--- config.mk ---
export PLATFORM = sky130hd
export DESIGN_NAME = display_scan_mux
export DESIGN_NICKNAME = d
export VERILOG_FILES = /design/src/rtl/display_pkg.sv /design/src/rtl/display_scan_mux_scan_timer.sv /design/src/rtl/display_scan_mux.sv
export SDC_FILE = /design/constraint.sdc
export NUM_CORES = 1
export LEC_CHECK = 0
export CORE_MARGIN = 1
export CORE_UTILIZATION = 49
export DETAILED_ROUTE_END_ITERATION = 16
export PLACE_DENSITY = 0.83
export SYNTH_ARGS = -nofsm -noshare
export SYNTH_HDL_FRONTEND = slang
export SYNTH_SLANG_ARGS = --single-unit
--- constraint.sdc ---
create_clock -name clk -period 1.5 [get_ports clk]
set_input_delay 0.15 -clock clk [delete_from_list [all_inputs] [get_ports clk]]
set_output_delay 0.15 -clock clk [all_outputs]
set_load 0.05 [all_outputs]
--- src/rtl/display_pkg.sv ---
// display_pkg: shared types and constants for the display scan path.
//   scan_state_e   - scan phase (GAP: all digits dark, SHOW: one digit lit)
//   CODE_W_DEFAULT - default digit code width fed to the segment decoder
//   CODE_DASH/DOT  - special codes understood by the downstream decoder
//   max3           - helper for sizing counters from several limits
package display_pkg;

  typedef enum logic {
    GAP  = 1'b0,
    SHOW = 1'b1
  } scan_state_e;

  localparam int unsigned CODE_W_DEFAULT = 4;

  localparam logic [3:0] CODE_DASH = 4'b1010;
  localparam logic [3:0] CODE_DOT  = 4'b1011;

  function automatic int unsigned max3(input int unsigned a,
                                       input int unsigned b,
                                       input int unsigned c);
    int unsigned m;
    m = a;
    if (b > m) m = b;
    if (c > m) m = c;
    return m;
  endfunction

endpackage

--- src/rtl/display_scan_mux_scan_timer.sv ---
// scan_timer: digit scan sequencer for display_scan_mux.
// Alternates a blanking gap (BLANK_CYCLES) and a lit slot (PRESCALE) per
// digit, stepping the digit index at the end of each lit slot.
// Ports:
//   clk          in  system clock
//   rst          in  synchronous active-high reset (-> GAP, idx 0, cnt 0)
//   show_o       out 1 while the current digit is lit
//   idx_o        out current digit index
//   enter_show_o out 1 when the coming edge moves into a lit slot
//   idx_next_o   out digit index after the coming edge
module scan_timer
  import display_pkg::*;
#(
  parameter int unsigned NUM_DIGITS   = 4,
  parameter int unsigned PRESCALE     = 50000,
  parameter int unsigned BLANK_CYCLES = 500,
  parameter int unsigned IDX_W        = $clog2(NUM_DIGITS)
) (
  input  logic             clk,
  input  logic             rst,
  output logic             show_o,
  output logic [IDX_W-1:0] idx_o,
  output logic             enter_show_o,
  output logic [IDX_W-1:0] idx_next_o
);

  localparam int unsigned CNT_W     = $clog2(max3(PRESCALE, BLANK_CYCLES, 2));
  localparam int unsigned SHOW_LAST = PRESCALE - 1;
  localparam int unsigned GAP_LAST  = (BLANK_CYCLES > 0) ? BLANK_CYCLES - 1 : 0;
  localparam int unsigned IDX_LAST  = NUM_DIGITS - 1;

  scan_state_e      state_q, state_d;
  logic [CNT_W-1:0] cnt_q, cnt_d;
  logic [IDX_W-1:0] idx_q, idx_d;
  logic             enter_show;
  logic             gap_last, show_last;

  // With no blanking gap the GAP state is only ever seen right after reset,
  // and it must hand over to SHOW on the very first edge.
  assign gap_last  = (BLANK_CYCLES == 0) || (cnt_q == CNT_W'(GAP_LAST));
  assign show_last = (cnt_q == CNT_W'(SHOW_LAST));

  always_comb begin
    state_d    = state_q;
    idx_d      = idx_q;
    cnt_d      = cnt_q + 1'b1;
    enter_show = 1'b0;
    case (state_q)
      GAP: begin
        if (gap_last) begin
          cnt_d      = '0;
          state_d    = SHOW;
          enter_show = 1'b1;
        end
      end
      SHOW: begin
        if (show_last) begin
          cnt_d = '0;
          idx_d = (idx_q == IDX_W'(IDX_LAST)) ? '0 : idx_q + 1'b1;
          // Without a gap, moving to the next digit is itself a SHOW entry.
          if (BLANK_CYCLES == 0) enter_show = 1'b1;
          else                   state_d    = GAP;
        end
      end
    endcase
  end

  always_ff @(posedge clk) begin
    if (rst) begin
      state_q <= GAP;
      idx_q   <= '0;
      cnt_q   <= '0;
    end else begin
      state_q <= state_d;
      idx_q   <= idx_d;
      cnt_q   <= cnt_d;
    end
  end

  assign show_o       = (state_q == SHOW);
  assign idx_o        = idx_q;
  assign enter_show_o = enter_show;
  assign idx_next_o   = idx_d;

endmodule

--- src/rtl/display_scan_mux.sv ---
// display_scan_mux: time-multiplexes NUM_DIGITS digit codes onto one
// segment-decoder input with active-low common digit enables. New values
// land in a shadow register and are applied only at a frame boundary.
// Ports:
//   clk          in  system clock
//   rst          in  synchronous active-high reset
//   load         in  capture digits_in/blank_in/dp_in into the shadow
//   digits_in    in  digit i = [i*CODE_W +: CODE_W], digit 0 rightmost
//   blank_in     in  1 = digit i stays dark
//   dp_in        in  1 = decimal point of digit i lit
//   digit_code   out code of the current digit
//   digit_sel_n  out active-low one-hot digit enable
//   dp_n         out active-low decimal point of the current digit
//   pending      out shadow holds a value not yet applied
//   frame_start  out one-cycle pulse when digit 0 lights at frame start
module display_scan_mux
  import display_pkg::*;
#(
  parameter int unsigned NUM_DIGITS   = 4,
  parameter int unsigned CODE_W       = CODE_W_DEFAULT,
  parameter int unsigned PRESCALE     = 50000,
  parameter int unsigned BLANK_CYCLES = 500
) (
  input  logic                         clk,
  input  logic                         rst,
  input  logic                         load,
  input  logic [NUM_DIGITS*CODE_W-1:0] digits_in,
  input  logic [NUM_DIGITS-1:0]        blank_in,
  input  logic [NUM_DIGITS-1:0]        dp_in,
  output logic [CODE_W-1:0]            digit_code,
  output logic [NUM_DIGITS-1:0]        digit_sel_n,
  output logic                         dp_n,
  output logic                         pending,
  output logic                         frame_start
);

  localparam int unsigned IDX_W = $clog2(NUM_DIGITS);

  logic                         show;
  logic [IDX_W-1:0]             idx;
  logic                         enter_show;
  logic [IDX_W-1:0]             idx_next;
  logic                         frame_edge;

  logic [NUM_DIGITS*CODE_W-1:0] shadow_digits_q, active_digits_q;
  logic [NUM_DIGITS-1:0]        shadow_blank_q,  active_blank_q;
  logic [NUM_DIGITS-1:0]        shadow_dp_q,     active_dp_q;
  logic                         pending_q;
  logic                         frame_start_q;

  logic                         lit;

  scan_timer #(
    .NUM_DIGITS   (NUM_DIGITS),
    .PRESCALE     (PRESCALE),
    .BLANK_CYCLES (BLANK_CYCLES),
    .IDX_W        (IDX_W)
  ) u_timer (
    .clk          (clk),
    .rst          (rst),
    .show_o       (show),
    .idx_o        (idx),
    .enter_show_o (enter_show),
    .idx_next_o   (idx_next)
  );

  assign frame_edge = enter_show && (idx_next == '0);

  always_ff @(posedge clk) begin
    if (rst) begin
      shadow_digits_q <= '0;
      shadow_blank_q  <= '0;
      shadow_dp_q     <= '0;
      active_digits_q <= '0;
      active_blank_q  <= '0;
      active_dp_q     <= '0;
      pending_q       <= 1'b0;
      frame_start_q   <= 1'b0;
    end else begin
      frame_start_q <= frame_edge;
      if (frame_edge && pending_q) begin
        active_digits_q <= shadow_digits_q;
        active_blank_q  <= shadow_blank_q;
        active_dp_q     <= shadow_dp_q;
        pending_q       <= 1'b0;
      end
      // A load on the boundary edge overrides the clear above: the old
      // shadow is applied and the new value waits for the next frame.
      if (load) begin
        shadow_digits_q <= digits_in;
        shadow_blank_q  <= blank_in;
        shadow_dp_q     <= dp_in;
        pending_q       <= 1'b1;
      end
    end
  end

  always_comb begin
    lit         = show && !active_blank_q[idx];
    digit_code  = active_digits_q[idx*CODE_W +: CODE_W];
    digit_sel_n = '1;
    if (lit) digit_sel_n[idx] = 1'b0;
    dp_n        = ~(lit && active_dp_q[idx]);
  end

  assign pending     = pending_q;
  assign frame_start = frame_start_q;

endmodule

==> results of run 1 <==
## cells in the mapped netlist
master     count  area, µm²
nand4bb_1      1      11.26
buf_4          1      7.510
and4bb_4       1      16.27
and4_1         5      43.79
mux2i_1       26      260.3
nor2_2         1      6.260
nor4_1         2      12.51
buf_2          6      30.03
and2_1         1      6.260
dfxtp_1       69       1381
nand2_1       10      37.54
xnor2_1        5      43.79
clkbuf_1      14      52.55
nand4_1       28      175.2
buf_1          1      3.750
and3_1         2      12.51
mux4_2         6      135.1
o31ai_1        2      15.01
nor3b_2        1      12.51
nor4_4         1      21.27
nor3_1         1      5.000
o21ai_0       26      130.1
nor2_1        44      165.2
nand3_1        8      40.04
a211o_4        1      17.52
mux2_2         1      11.26
nor3b_1        1      7.510
or4_1          1      7.510
nand4b_1       1      8.760
xor2_1         6      52.55
a21oi_1       29      145.1
ha_1           5      62.56
nor2b_1        1      6.260
o21bai_1       1      7.510
or3_1          2      12.51
inv_1          3      11.26
buf_6          3      33.78
## registers in the layout, indices dropped and copies added (netlist names), 2 cells and up
name,count
active_digits_q,16
shadow_digits_q,16
u_timer.cnt_q,16
active_blank_q,4
active_dp_q,4
shadow_blank_q,4
shadow_dp_q,4
u_timer.idx_o,2
## power by group through the flow
stage | clock network [W] | registers (W) | logic (W)
floorplan | 0 | 0.00195 | 0.000149
global route | 0.00158 | 0.00192 | 0.000372
CTS | 0.00148 | 0.00191 | 0.000328
detailed placement | 0 | 0.00195 | 0.000273
finish | 0.00152 | 0.00191 | 0.000348
global placement | 0 | 0.00195 | 0.000265
## cells by family after synthesis
logic type      count (synthesis)
compound gates                 59
xor+xnor                       11
mux                            33
simple gates                  112
flops                          69
fa+ha+maj                       5
buf+inv                        28
## metal layers
metal / GRT usage (%) / share of wire (%) / up-vias
met3: 6.705 / 7.7 / 46
li1: - / - / 1279
met2: 42.80 / 50 / 167
met4: 18.21 / 4.5 / 0
met5: 0 / 0 / -
met1: 32.50 / 38 / 1373
## per-stage QoR
stage | util, % | hold WS (ns) | setup slack [ns] | instances | instance area (µm²)
after floorplan | - | 0.2971 | -0.1387 | 317 | 3084
after global placement | 61.86 | 0.4568 | 0.006616 | 433 | 3662
after detailed placement | 61.86 | 0.4620 | -0.03434 | 433 | 3662
after CTS | 68.17 | 0.1709 | -0.3602 | 457 | 4036
after global routing | 70.71 | 0.2149 | -0.4145 | 460 | 4187
final | 70.71 | 0.1847 | -0.3902 | 460 | 4187
## final timing paths
path / end / start / slack (ns) / depth (start not counted)
max: dp_n / u_timer.idx_o[0] / -0.39 / 5
max reg2reg: active_dp_q[0] / u_timer.cnt_q[10] / -0.20 / 6
min reg2reg: active_dp_q[1] / shadow_dp_q[1] / 0.47 / 2
min: shadow_dp_q[0] / rst / 0.18 / 2
## repair_timing
action	in CTS	in global routing
gates cloned	5	1
endpoints found under the setup margin	32	54
pin swaps	40	30
gates resized for setup	37	54
buffers inserted	4	6
## critical path, stage by stage, from the launching register on
cell and delay [ns]:
dfxtp_2 0.37, mux4_2 0.53, nor2b_4 0.15, buf_12 0.14, nand2_4 0.05, buf_8 0.14
## cell type report
cell class                      instances  area (µm²)  share of cell area, %
Clock inverter                          6       63.81                  1.524
Clock buffer                            9       123.9                  2.959
Tap cell                               75       93.84                  2.241
Sequential cell                        69        1394                  33.29
Multi-Input combinational cell        221        1723                  41.15
Timing Repair Buffer                   77       777.0                  18.56
Inverter                                3       11.26                 0.2690
==> flow_metrics.tcl, run 1 <==
set metrics [dict create \
    status "finished with violations" \
    violations "negative setup slack" \
    criticalPathCategory "reg -> out" \
    grt_usage_pct 27.15 \
    fin_skew_ns 0.01535 \
    timing.slew.headroom_pct 73.60 \
    max_cap_viol_count 0 \
    die_w_um 80.37 \
    layout_setup_ws_ns -0.3902 \
    synthMuxAreaShare_pct 13.51 \
    fillers 393 \
    cp_data_required_time_ns 1.35 \
    worst_pin_slew_ns 0.3960 \
    syn_inst 317 \
    finalCritPeriodShare_pct 126.0 \
    power.switching_w 0.0009706 \
    totalPowerFinal_w 0.003783 \
    yosys_register_bits 69 \
    clock-sinks 69 \
    hp-class "in -> reg" \
    firstDrtPassIters 5 \
    cts_buffer_depth 2 \
    overflow 0 \
    die-area_um2 6459 \
    clkPwrFrac_pct 40.2 \
    syn_to_final_growth_pct 39.13 \
    yosys.area_share.simple_pct 20.21 \
    slew_violations 0 \
    cp.arrival_ns 1.74 \
    p_int_w 0.002813 \
    syn_area_per_cell_um2 9.493 \
    viasPerCell 6.228 \
    rsz0062_at_grt "true" \
    synth_top_family_by_area "simple AND/OR/NAND/NOR gates" \
    grt_pass1_vias 2683 \
    place_congestion 0.8646 \
    p_per_area_nw_per_um2 903.7 \
    sequentialPowerShare_pct 50.6 \
    first_iter_violations 327 \
    hpwlAfterDp_um 4546 \
    ant_nets 0 \
    wire_per_inst_um 19.88 \
    leakagePower_nw 1.616 \
    irDropWorstVdd_mv 0.7179 \
    seq_area_frac_synth_pct 45.90 \
    setup_viol 54 \
    clk_pin_slew_ns 0.09 \
    hold_violations 0 \
    min_period_ns 1.890 \
    syn-cell-area_um2 3009 \
    combPwrFrac_pct 9.2 \
    syn_nets 349 \
    nets 413 \
    rows 28 \
    grt_max_degree 41 \
    cts_root_buf "clkbuf_8" \
    wirelength_um 9144 \
    switching_share_pct 25.65 \
    grt_pass1_wl_um 12910 \
    end_kind "output port" \
    cts_buffers 9 \
    htreeDepth 3 \
    port_buffers 37 \
    synth-compound-area-share_pct 10.48 \
    core_um2 5921 \
    ios 38 \
    num_vias 2865 \
    clk_latency_ns 0.37 \
    fin_setup_tns_ns -9.612 \
    max_freq_ghz 0.5290 \
    initial_core_util_pct 50.82 \
    drive_gt1_share_pct 33.77 \
    yosysWarnings 0 \
    antenna_found_initial 0 \
    synthAdderAreaFrac_pct 2.079 \
    critPathMaxFanout 5 \
    synth_xor_area_share_pct 3.202 \
    final_cell_mix "dfxtp_1, nor2_1, buf_4, nand4_1, mux2i_1" \
    final_common_cell "dfxtp_1" \
    antenna_cells 0 \
    fp.dieH_um 80.37 \
    cts_hold_buf 0 \
    critPathLaunchType "flop" \
    ys_types 37 \
    drc_errors 0 \
    cts_tree "built" \
]
(Power assumes the default switching activity.)
==> run 2, diff against run 1 <==
--- a/config.mk
+++ b/config.mk
@@ -8,6 +8,7 @@
 export CORE_MARGIN = 1
 export CORE_UTILIZATION = 49
 export DETAILED_ROUTE_END_ITERATION = 16
+export GPL_ROUTABILITY_DRIVEN = 0
 export PLACE_DENSITY = 0.83
 export SYNTH_ARGS = -nofsm -noshare
 export SYNTH_HDL_FRONTEND = slang
==> results of run 2 <==
No change in the layout: final DEF, timing and power equal those of run 1.
==> run 3, diff against run 2 <==
--- a/config.mk
+++ b/config.mk
@@ -7,6 +7,7 @@
 export LEC_CHECK = 0
 export CORE_MARGIN = 1
 export CORE_UTILIZATION = 49
+export CTS_BUF_LIST = sky130_fd_sc_hd__clkbuf_8 sky130_fd_sc_hd__clkbuf_16
 export DETAILED_ROUTE_END_ITERATION = 16
 export GPL_ROUTABILITY_DRIVEN = 0
 export PLACE_DENSITY = 0.83
==> results of run 3 <==
No change in the layout: final DEF, timing and power equal those of run 1.
